<file path="src/rtl/uart_tx_framer.sv">
//------------------------------------------------------------------------------
// uart_tx_framer
//
// Transmit side of the 17-bit tagged-byte UART link. Each accepted 17-bit word
// is split into three alignment-tagged bytes:
//   B1 = {2'b00,  d[5:0]}
//   B2 = {2'b01,  d[11:6]}
//   B3 = {3'b100, d[16:12]}
// The bytes are sent back-to-back as 8N1 UART. The baud counter and the bit
// sequencing are built in, so no separate UART primitive is needed.
//
// Optional feature (macro INTER_FRAME_GAP_EN): after the B3 stop bit, the line
// is held idle-high for GAP_BITS extra bit periods before the next word is
// accepted. This gives the far-end assembler more margin to resynchronise.
//
// Ports:
//   clk_in      - system clock (single clock domain)
//   rst_in      - asynchronous reset, active low
//   data_in     - 17-bit word to send
//   valid_in    - data_in is valid
//   ready_out   - a word can be accepted this cycle (IDLE only)
//   tx_wire_out - registered UART serial line, idle high
//   busy_out    - a frame (or inter-frame gap) is in progress
//------------------------------------------------------------------------------
`timescale 1ns/1ps

module uart_tx_framer #(
  parameter int INPUT_CLOCK_FREQ = 200_000_000,
  parameter int BAUD_RATE        = 115200,
  parameter int GAP_BITS         = 2
) (
  input  logic        clk_in,
  input  logic        rst_in,
  input  logic [16:0] data_in,
  input  logic        valid_in,
  output logic        ready_out,
  output logic        tx_wire_out,
  output logic        busy_out
);

  localparam int BAUD_BIT_PERIOD = INPUT_CLOCK_FREQ / BAUD_RATE;
  localparam int CNT_W = (BAUD_BIT_PERIOD > 1) ? $clog2(BAUD_BIT_PERIOD) : 1;
  localparam logic [CNT_W-1:0] CNT_LAST = CNT_W'(BAUD_BIT_PERIOD - 1);
  // Bit index 0 is the start bit, 1..8 the data bits, 9 the stop bit.
  localparam logic [3:0] BIT_LAST = 4'd9;

`ifdef INTER_FRAME_GAP_EN
  localparam int GAP_W = (GAP_BITS > 1) ? $clog2(GAP_BITS) : 1;
  localparam logic [GAP_W-1:0] GAP_LAST = GAP_W'(GAP_BITS - 1);
`endif

  typedef enum logic [2:0] {
`ifdef INTER_FRAME_GAP_EN
    GAP,
`endif
    IDLE,
    SEND_B1,
    SEND_B2,
    SEND_B3
  } state_t;

  state_t            state_q, state_d;
  logic [CNT_W-1:0]  baud_cnt_q, baud_cnt_d;
  logic [3:0]        bit_idx_q, bit_idx_d;
  logic [16:0]       word_q, word_d;
  logic              tx_q, tx_d;
  logic              ready_q, ready_d;
`ifdef INTER_FRAME_GAP_EN
  logic [GAP_W-1:0]  gap_cnt_q, gap_cnt_d;
`endif

  // Tagged byte that the given SEND state transmits.
  function automatic logic [7:0] byte_of(input state_t s, input logic [16:0] w);
    logic [7:0] b;
    case (s)
      SEND_B1: b = {2'b00, w[5:0]};
      SEND_B2: b = {2'b01, w[11:6]};
      SEND_B3: b = {3'b100, w[16:12]};
      default: b = 8'hFF;
    endcase
    return b;
  endfunction

  // Line level for a given state and bit index; computed from the *next*
  // state so the registered line lines up with the state it belongs to.
  function automatic logic line_level(input state_t s, input logic [3:0] idx,
                                      input logic [16:0] w);
    logic [7:0] b;
    logic       lvl;
    b = byte_of(s, w);
    if (s != SEND_B1 && s != SEND_B2 && s != SEND_B3) begin
      lvl = 1'b1;
    end else if (idx == 4'd0) begin
      lvl = 1'b0;
    end else if (idx >= BIT_LAST) begin
      lvl = 1'b1;
    end else begin
      lvl = b[3'(idx - 4'd1)];
    end
    return lvl;
  endfunction

  // State, counters and output registers. Reset returns the line high at
  // once, so a frame interrupted by reset leaves no partial stop bit.
  always_ff @(posedge clk_in or negedge rst_in) begin
    if (!rst_in) begin
      state_q    <= IDLE;
      baud_cnt_q <= '0;
      bit_idx_q  <= '0;
      word_q     <= '0;
      tx_q       <= 1'b1;
      ready_q    <= 1'b0;
`ifdef INTER_FRAME_GAP_EN
      gap_cnt_q  <= '0;
`endif
    end else begin
      state_q    <= state_d;
      baud_cnt_q <= baud_cnt_d;
      bit_idx_q  <= bit_idx_d;
      word_q     <= word_d;
      tx_q       <= tx_d;
      ready_q    <= ready_d;
`ifdef INTER_FRAME_GAP_EN
      gap_cnt_q  <= gap_cnt_d;
`endif
    end
  end

  // Next-state logic. The baud counter runs in every non-IDLE state; each
  // wrap advances the bit index, and the stop-bit wrap moves on to the next
  // byte with its start bit immediately, so bytes are back-to-back.
  always_comb begin
    state_d    = state_q;
    baud_cnt_d = baud_cnt_q;
    bit_idx_d  = bit_idx_q;
    word_d     = word_q;
`ifdef INTER_FRAME_GAP_EN
    gap_cnt_d  = gap_cnt_q;
`endif

    case (state_q)
      IDLE: begin
        if (valid_in && ready_q) begin
          state_d    = SEND_B1;
          word_d     = data_in;
          baud_cnt_d = '0;
          bit_idx_d  = '0;
        end
      end

      SEND_B1, SEND_B2, SEND_B3: begin
        if (baud_cnt_q == CNT_LAST) begin
          baud_cnt_d = '0;
          if (bit_idx_q == BIT_LAST) begin
            bit_idx_d = '0;
            if (state_q == SEND_B1) begin
              state_d = SEND_B2;
            end else if (state_q == SEND_B2) begin
              state_d = SEND_B3;
            end else begin
`ifdef INTER_FRAME_GAP_EN
              state_d   = GAP;
              gap_cnt_d = '0;
`else
              state_d   = IDLE;
`endif
            end
          end else begin
            bit_idx_d = bit_idx_q + 4'd1;
          end
        end else begin
          baud_cnt_d = baud_cnt_q + 1'b1;
        end
      end

`ifdef INTER_FRAME_GAP_EN
      GAP: begin
        if (baud_cnt_q == CNT_LAST) begin
          baud_cnt_d = '0;
          if (gap_cnt_q == GAP_LAST) begin
            state_d = IDLE;
          end else begin
            gap_cnt_d = gap_cnt_q + 1'b1;
          end
        end else begin
          baud_cnt_d = baud_cnt_q + 1'b1;
        end
      end
`endif

      default: begin
        state_d = IDLE;
      end
    endcase

    tx_d    = line_level(state_d, bit_idx_d, word_d);
    ready_d = (state_d == IDLE);
  end

  assign ready_out   = ready_q;
  assign tx_wire_out = tx_q;
  assign busy_out    = (state_q != IDLE);

endmodule

</file>
<file path="config.mk">
export PLATFORM = sky130hd
export DESIGN_NAME = uart_tx_framer
export DESIGN_NICKNAME = d
export VERILOG_FILES = /design/src/rtl/uart_tx_framer.sv
export SDC_FILE = /design/constraint.sdc
export NUM_CORES = 1
export LEC_CHECK = 0
export BUFFER_PORTS_ARGS = -buffer_cell sky130_fd_sc_hd__buf_4
export CAP_MARGIN = 40
export CORE_ASPECT_RATIO = 0.7
export CORE_UTILIZATION = 40
export CTS_CLUSTER_DIAMETER = 150
export DETAILED_ROUTE_END_ITERATION = 6
export PLACE_DENSITY = 0.65
export SYNTH_ARGS = -nofsm -noshare
export SYNTH_HDL_FRONTEND = slang
export SYNTH_SLANG_ARGS = --single-unit
</file>
<file path="constraint.sdc">
create_clock -name clk_in -period 4.8 [get_ports clk_in]
set_clock_uncertainty 0.2 [all_clocks]
set_input_delay 0.72 -clock clk_in [delete_from_list [all_inputs] [get_ports clk_in]]
set_output_delay 0.72 -clock clk_in [all_outputs]
set_load 0.01 [all_outputs]
</file>
# After elaboration in Yosys (flattened, before gate mapping)
# Cells that the tools add are included.
# Widths: inputs -> output; s select.
totals:
  register_bits: 37
  inputBits: 20
  wordCells: 54
classes:
  add_sub_neg: 3
  order_cmp: 2
  n_eq_ne: 12
  mux: 21
  reduce_logical: 10
op_table:
  columns: ["cell", "count"]
  rows:
  - ["$mux 17", 2]
  - ["$pmux 8 s3", 1]
  - ["$mux 11", 2]
  - ["$pmux 11 s2", 1]
  - ["$eq 3x2->1 const B", 4]
  - ["$mux 4", 3]
  - ["$add 11x1->11 const B", 1]
  - ["$eq 11x11->1 const B", 1]
  - ["$mux 3", 3]
  - ["$pmux 4 s2", 1]
  - ["$eq 3x1->1 const B", 2]
  - ["$logic_not 3->1", 2]
  - ["$ne 3x2->1 const B", 2]
  - ["$pmux 3 s2", 1]
  - ["$add 4x1->4 const B", 1]
  - ["$eq 4x4->1 const B", 1]
  - ["$ge 4x4->1 const B", 1]
  - ["$logic_not 4->1", 1]
  - ["$lt 3x4->1 const B", 1]
  - ["$mux 1", 4]
  - ["$mux 2", 2]
  - ["$bmux 1 s3", 1]
  - ["$logic_and 1x1->1", 3]
  - ["$ne 3x1->1 const B", 1]
  - ["6 further kinds", 6]

# Longest topological paths before layout
# Gate-level depths: netlist (run 1).
depth:
  word_depth: 13
  ltp_mapped: 13
  ltp_nobuf: 12

# Worst setup path after synthesis (run 1)
# Ideal clock, no wire load.
synth_path:
  kind: "flip-flop to flip-flop"
  from: "reg state_q[2]"
  to: "reg tx_q, in the netlist tx_wire_out"
  setup_time_ps: 81
  t_arrival_ps: 2596
  setup_slack_ps: 1924
  path_stages_with_launch: 14
  path_buffers: 2
  period_less_slack_ps: 2876
  cell_sequence: "dfrtp_1 > or3_1 > buf_4 > nor2_8 > buf_6 > nand3b_1 > o31a_1 > ha_1 > inv_1 > a31oi_1 > o22ai_1 > a21oi_1 > or3_1 > a32oi_1"
synth_between:
  elab_chain_cells: 13
  word_cells_on_any_way: 30
  classes_between: "add/sub: 1; order compare: 1; eq/ne: 9; mux: 14; reduce/logical: 5"
synth_rtl:
  columns: ["element", "line", "source"]
  rows:
  - ["start, declared", "62", "state_t state_q, state_d;"]
  - ["start signal, assigned", "117", "state_q <= state_d;"]
  - ["$eq 3x2->1", "141, 158", null]
  - ["$mux 2", "158", "end else if (state_q == SEND_B2) begin"]
  - ["$mux 2", "156", "if (state_q == SEND_B1) begin"]
  - ["$mux 3", "154", "if (bit_idx_q == BIT_LAST) begin"]
  - ["$mux 3", "152", "if (baud_cnt_q == CNT_LAST) begin"]
  - ["$pmux 3 s2", "141", "case (state_q)"]
  - ["$eq 3x2->1 / $eq 3x1->1 (equally long branches)", "75", "case (s)"]
  - ["$pmux 8 s3", "75", null]
  - ["$bmux 1 s3", "98", "lvl = b[3'(idx - 4'd1)];"]
  - ["$mux 1 (not written as such)", "98", null]
  - ["$mux 1", "95", "end else if (idx >= BIT_LAST) begin"]
  - ["$mux 1", "93", "end else if (idx == 4'd0) begin"]
  - ["$mux 1 (*)", "91", "if (s != SEND_B1 && s != SEND_B2 && s != SEND_B3) begin"]
  - ["via tx_d", "66", "logic tx_q, tx_d;"]
  - ["end signal, assigned", "121", "tx_q <= tx_d;"]
  - ["end, declared", "66", null]
# Mark *: on every way through the listed nets, which the timed path passes. The rest lies on a longest branch. The select of a mux whose other input is x is not followed.
# A chain may end at the register's enable or synchronous reset.

# Worst setup path in the final report (run 1)
layout_path:
  from: "reg state_q[0]"
  to: "reg tx_q, in the netlist tx_wire_out"
# Same word-level chain as after synthesis.

==> results of run 1 <==
-- logic make-up (layout without fill, tap and decap cells) --
kind of cell             Yosys count  after routing  synth area share [%]
adder cells (fa/ha/maj)            6              6                  3.66
AND/OR/NAND/NOR                   57             57                  16.9
flip-flops                        37             37                  45.2
other                              1              1                 0.183
multiplexers                      23             23                  13.6
XOR/XNOR                           2              2                 0.854
buffers and inverters             14             39                  4.09
AO/OA/AOI/OAI                     51             51                  15.5
-- worst max path at each step --
stage                from     endpoint  slack, ns  depth (start not counted)
3_3_place_gp     valid_in  tx_wire_out       1.61                         10
3_5_place_dp     valid_in  tx_wire_out       1.48                         10
2_1_floorplan  state_q[2]  tx_wire_out       1.92                         13
6_report       state_q[0]  tx_wire_out       1.58                         11
5_1_grt        state_q[2]  tx_wire_out       1.41                         11
4_1_cts        state_q[0]  tx_wire_out       1.58                         11
-- metrics by stage --
| step | power (W) | hold WS, ns | setup WS (ns) | util, % | area (sq um) |
|---|---|---|---|---|---|
| floorplan | 0.000458 | 0.224 | 1.92 | - | 2050 |
| finish | 0.000705 | 0.176 | 1.58 | 48.4 | 2350 |
| global placement | 0.000497 | 0.275 | 1.61 | 46.6 | 2270 |
| detailed placement | 0.000501 | 0.279 | 1.48 | 46.6 | 2270 |
| global route | 0.000746 | 0.210 | 1.41 | 48.4 | 2350 |
| CTS | 0.000714 | 0.190 | 1.58 | 48.4 | 2350 |
-- cell type report --
cell class                      count  area [sq um]
Inverter                            9          46.3
Clock inverter                      3          17.5
Timing Repair Buffer               22           165
Clock buffer                        5          68.8
Sequential cell                    37           927
Fill cell                         453          2510
Multi-Input combinational cell    140          1040
Tap cell                           69          86.3
-- flip-flops by register name, indices dropped and copies added (netlist names) --
| register | flops |
|---|---|
| baud_cnt_q | 11 |
| bit_idx_q | 4 |
| ready_out | 1 |
| state_q | 3 |
| tx_wire_out | 1 |
| word_q | 17 |
-- power by group --
group | leakage (nW) | switching [W] | total (W) | internal, W
Clock | 0.0439 | 0.000110 | 0.000210 | 0.000100
Sequential | 0.468 | 0.0000154 | 0.000370 | 0.000355
Combinational | 0.586 | 0.0000632 | 0.000124 | 0.0000612
-- Yosys cell counts (5+ instances only) --
cell and n:
mux2_2 10, o21ai_0 21, dfrtp_1 36, a31oi_1 7, a21oi_1 5, nand2_1 14
nor2_1 11, nand3_1 5, inv_1 6, ha_1 6, and3_1 5, mux2i_1 5
mux2_1 5
-- per-layer routing --
metal | global-route usage [%] | vias up | wire length [microns]
met2 | 22.1 | 24 | 1640
met4 | 7.03 | 0 | 57
met3 | 4.36 | 4 | 137
li1 | - | 748 | -
met5 | 0 | - | 0
met1 | 26.8 | 701 | 2290
-- cell usage in the layout, fill, tap and decap left out, types with 6 or more instances in the layout --
cell type,count
a31oi_1,7
buf_4,22
dfrtp_1,36
ha_1,6
inv_1,6
mux2_2,10
nand2_1,14
nor2_1,11
o21ai_0,21
-- worst reg2reg max path: stages (launching register included) --
cell and delay, ns:
dfrtp_1 0.43, or3_1 0.51, nor2_8 0.35, nand3b_1 0.16
o31a_1 0.22, ha_1 0.32, inv_1 0.10, a31oi_1 0.08
o22ai_1 0.17, a21oi_1 0.05, or3_1 0.37, a32oi_1 0.18
==> impl_results.md, run 1 <==
- Cells after Synth: 191
- Die area: 0.00542 sq mm
- PD cells: 300 mW/mm^2
- Drt total wl: 4120 microns
- Num rows: 21
- Placed cells: 277
- DRC viols: 0
- Crit. End Element: flip-flop
- CTS Root Cell: clkbuf_8
- Worst-Skew Late Latency: 0.29 ns
- Worst-Margin Slew: 0.564 ns
- Diodes inserted: 0
- Avg Vias per Cell: 5.18
- HPWL Detailed: 3050 microns
- Yosys Warn Count: 0
- Reg-to-reg startpoint: state_q[0]
- Cell accounting for the most synthesized area: dfrtp_1
- Vias in the first global route: 1350
- Most frequent CP cell: or3_1
- CP arrival: 3.24 ns
- # port buffers: 22
- Synthesis-stage register bit count: 37
- Fin nets: 241
- Total number of vias: 1477
- Number of synthesized flops with an enable pin: 0
- # IOs: 23
- Peak supply drop: 0.115 mV
- Delay of the slowest cell on the worst path: 0.51 ns
- Share of cells above drive strength 1: 26.9%
- Detail Route Antenna Nets: 0
- CP Launch Type: flip-flop
- Final setup violating endpoints: 0
- Reg2Reg Setup Slack: 1.58 ns
- CTS H-tree lvls: 2
- Resized Gates After CTS: 0
- Setup CP Type: flip-flop to flip-flop
- Status: finished, final reports clean
- Synth Cell Area: 0.00205 sq mm
- RR Endpoint: tx_wire_out
- Worst EP required: 4.81 ns
- Avg Inst Size Synth: 10.7 sq um
- Synth top area cells: dfrtp_1 (44%), mux2_2 (5.5%), o21ai_0 (5.1%)
- Grt ovf: 0
- Max Slew Vio Count: 0
- Initial core utilization: 42.2%
- Post-Syn Nets: 217
- Max_cap viols: 0
- Hold Path Class: primary input to asynchronous set/reset pin
- Hold_buf cts: 0
- Sum of negative setup slack: 0 ns
- Final Hold Violating Endpoints: 0
- Core area: 0.00486 sq mm
- Worst path cell trace: or3_1 -> nor2_8 -> nand3b_1 -> o31a_1 -> ha_1 -> inv_1 -> a31oi_1 -> o22ai_1 -> a21oi_1 -> or3_1 -> a32oi_1
- Area share of the largest cell type after synthesis: 43.9%
- Top_reg_cell synth: dfrtp_1
- Routability cong.: 0.794
- Die Wd: 87.6 microns
- Die Span Y: 61.9 microns
- Largest net degree at the start of global routing: 38
- Wirelength per Cell: 14.5 microns
- Leakage: 1.10 nW
- Post-route minimum period: 3.22 ns
- Delay-heaviest family, CP: simple AND/OR/NAND/NOR gates
- Sink Count: 37
- Worst-path clk slew: 0.08 ns
- Crit Path Max Fanout: 19
- First-pass GRT wire length: 6830 microns
- Post-synth ARST share: 100%
- CP max stage cell: or3_1
- GR Util All Layers: 17.2%
- WP buf/inv: 1
- Sequential cell area fraction in the yosys report: 45.2%
- Area Overhead vs Synth: 14.6%
- CTS Buf Count: 5
- RSZ-0062 raised after global routing: false
- Max Freq: 310 MHz
- Part of the cycle the worst path needs: 67.2%
- Max transition margin: 62.4%
- Non-Filler Instances: 285
- Post-CTS Setup Bufs: 0
- Starting DRT DRC Count: 66
- TritonCTS clock tree: built
- Yosys cell types: 52
- R2r worst-path depth: 11
- Initial antenna violation count: 0
- Clock Path Buffers: 2
- First drt pass iteration count: 4
Note: power is estimated with default switching activity, not from simulation.
==> run 2, diff against run 1 <==
==> constraint.sdc (replaced) <==
create_clock -name clk_in -period 3.3 [get_ports clk_in]
set_clock_uncertainty 0.2 [all_clocks]
set_input_delay 0.495 -clock clk_in [delete_from_list [all_inputs] [get_ports clk_in]]
set_output_delay 0.495 -clock clk_in [all_outputs]
set_load 0.01 [all_outputs]
==> impl_results.md, run 2 (synthesis gave the netlist of run 1 again) <==
- Status: finished, final reports clean
- WP buf/inv: 2 (+1)
- Worst EP required: 3.31 ns (-1.50 ns)
- Die Span Y: 61.9 microns (unchanged)
- Area Overhead vs Synth: 20.2%
- Leakage: 1.17 nW (+6.9%)
- Max FFs per register: 17 (unchanged)
- Worst-Skew Late Latency: 0.30 ns (about the same)
- Die area: 0.00542 sq mm (unchanged)
- Largest net degree at the start of global routing: 38 (unchanged)
- Part of the cycle the worst path needs: 90.4% (+23 points)
- Filler cells: 447 (-1.3%)
- Largest regs: word_q: 17 flops, baud_cnt_q: 11 flops, bit_idx_q: 4 flops
- Hold Path Class: primary input to flip-flop
- Largest Register: word_q
- Fin nets: 254 (+5.4%)
- Non-Filler Instances: 298 (+4.6%)
- # port buffers: 22 (unchanged)
- Drt total wl: 4110 microns (-0.22%)
- Sum of negative setup slack: 0 ns (unchanged)
- GR Util All Layers: 16.2% (-0.95 points)
- RSZ-0062 raised after global routing: false
- Most frequent cells in the layout: dfrtp_1 (36), buf_4 (34), o21ai_0 (21), nand2_1 (14), nor2_1 (11)
- # IOs: 23 (unchanged)
- Leading cell type in the layout, fill and taps excluded: dfrtp_1
- Core area: 0.00486 sq mm (unchanged)
- Final worst slack: 0.316 ns (-1.26 ns)
- Clock Path Buffers: 2 (unchanged)
- Logic pwr share: 17.8% (about the same)
- Detail Route Antenna Nets: 0 (unchanged)
- Diodes inserted: 0 (unchanged)
- Setup CP Type: flip-flop to flip-flop
- Delay-heaviest family, CP: simple AND/OR/NAND/NOR gates
- Max Freq: 335 MHz (+8.0%)
- Hold WS: 0.223 ns (+0.0471 ns)
- Internal power consumption: 0.000804 W (+56%)
- TritonCTS clock tree: built
- Post-route minimum period: 2.98 ns (-0.240 ns)
- Share of cells above drive strength 1: 30.6% (+3.7 points)
- Crit. End Element: flip-flop
- Num rows: 21 (unchanged)
- Max Slew Vio Count: 0 (unchanged)
- Max_cap viols: 0 (unchanged)
- Avg Vias per Cell: 5.23 (+0.95%)
- Starting DRT DRC Count: 110 (+67%)
- CP arrival: 2.99 ns (-0.25 ns)
- Crit Path Max Fanout: 8 (-11)
- CTS Root Cell: clkbuf_8
- CP Launch Type: flip-flop
- Placed cells: 281 (+1.4%)
- Worst path cell trace: inv_1 -> ha_1 -> and3b_2 -> or2_2 -> mux2i_4 -> ha_1 -> inv_1 -> a31oi_1 -> o22ai_1 -> a21oi_1 -> or3_1 -> a32oi_1
- Switch share: 25.5% (-1.3 points)
- Sequential share of power: 49.7% (-2.8 points)
- Wirelength per Cell: 13.8 microns (-4.6%)
- HPWL Detailed: 2870 microns (-6.1%)
- Total Power: 0.00108 W (+53%)
- Switching Power: 0.000276 W (+46%)
- Clock Power Share: 32.5% (+2.6 points)
- Initial antenna violation count: 0 (unchanged)
- DRC viols: 0 (unchanged)
- CTS Buf Count: 5 (unchanged)
- Worst-path clk slew: 0.07 ns (about the same)
- Vias in the first global route: 1297 (-3.9%)
- Total number of vias: 1559 (+5.6%)
- Final Hold Violating Endpoints: 0 (unchanged)
- Grt ovf: 0 (unchanged)
- Peak supply drop: 0.164 mV (+43%)
- Sink Count: 37 (unchanged)
- Initial core utilization: 42.2% (unchanged)
- Dpl ws: 0.187 ns (-1.29 ns)
- CTS H-tree lvls: 2 (unchanged)
- Routability cong.: 0.790 (-0.49%)
- Final setup violating endpoints: 0 (unchanged)
- CP max stage cell: dfrtp_1
- First-pass GRT wire length: 6510 microns (-4.8%)
- Die Wd: 87.6 microns (unchanged)
- First drt pass iteration count: 4 (unchanged)
- Delay of the slowest cell on the worst path: 0.40 ns (-0.11 ns)
- PD cells: 438 mW/mm^2 (+46%)
-- run 2: cell count changes in the layout (fill, tap and decap cells not counted), sizes merged --
| cell | previous run | this run |
|---|---|---|
| buf | 22 | 34 |
| clkbuf | 5 | 7 |
| clkinv | 3 | 2 |
| clkinvlp | 1 | 0 |
| dlygate4sd3 | 0 | 1 |
-- run 2: worst min-delay path: cells and delay by family --
family	cells	cell delay, ns
AND/OR/NAND/NOR	2	0.11
buffers and inverters	1	0.08
-- run 2: path summary, 6_finish.rpt --
kind	slack [ns]	cells past startpoint	start	end
max	0.32	12	bit_idx_q[1]	tx_wire_out
min	0.22	3	data_in[4]	word_q[4]
max reg2reg	0.32	12	bit_idx_q[1]	tx_wire_out
min reg2reg	0.29	1	word_q[14]	word_q[14]
max in group asynchronous	2.05	2	rst_in	tx_wire_out
min in group asynchronous	0.49	2	rst_in	baud_cnt_q[10]
-- run 2: repair_timing --
item | 4_1_cts | 5_1_grt
setup endpoints to repair | 0 | 1
hold buffers | 1 | 0
gates resized for setup | 0 | 0
endpoints found under the hold margin | 36 | 0
setup buffers | 0 | 8
-- run 2: layout make-up --
type / instances / area, sq um / area share, %
Tap cell: 69 / 86.3 / 3.50
Inverter: 9 / 46.3 / 1.88
Sequential cell: 37 / 927 / 37.6
Multi-Input combinational cell: 140 / 1040 / 42.2
Clock buffer: 7 / 96.3 / 3.90
Clock inverter: 1 / 5.00 / 0.203
Timing Repair Buffer: 35 / 265 / 10.8
-- run 2: metrics by stage --
stage	util, %	instance area, sq um
finish	50.8	2470
CTS	49.5	2410
detailed placement	47.2	2300
floorplan	-	2050
global route	50.8	2470
global placement	47.2	2300
-- run 2: power groups by stage --
stage / combinational, W / clock [W] / sequential, W
CTS: 0.000187 / 0.000357 / 0.000537
detailed placement: 0.000183 / 0 / 0.000546
global route: 0.000214 / 0.000375 / 0.000543
global placement: 0.000181 / 0 / 0.000543
finish: 0.000192 / 0.000351 / 0.000537
floorplan: 0.000125 / 0 / 0.000541
-- run 2: metal layers --
metal / GRT usage (%) / wire (microns) / vias up
met5: 0 / 0 / -
met4: 6.32 / 57 / 0
met3: 3.96 / 226 / 7
met2: 21.0 / 1670 / 32
met1: 25.5 / 2160 / 748
li1: - / - / 772
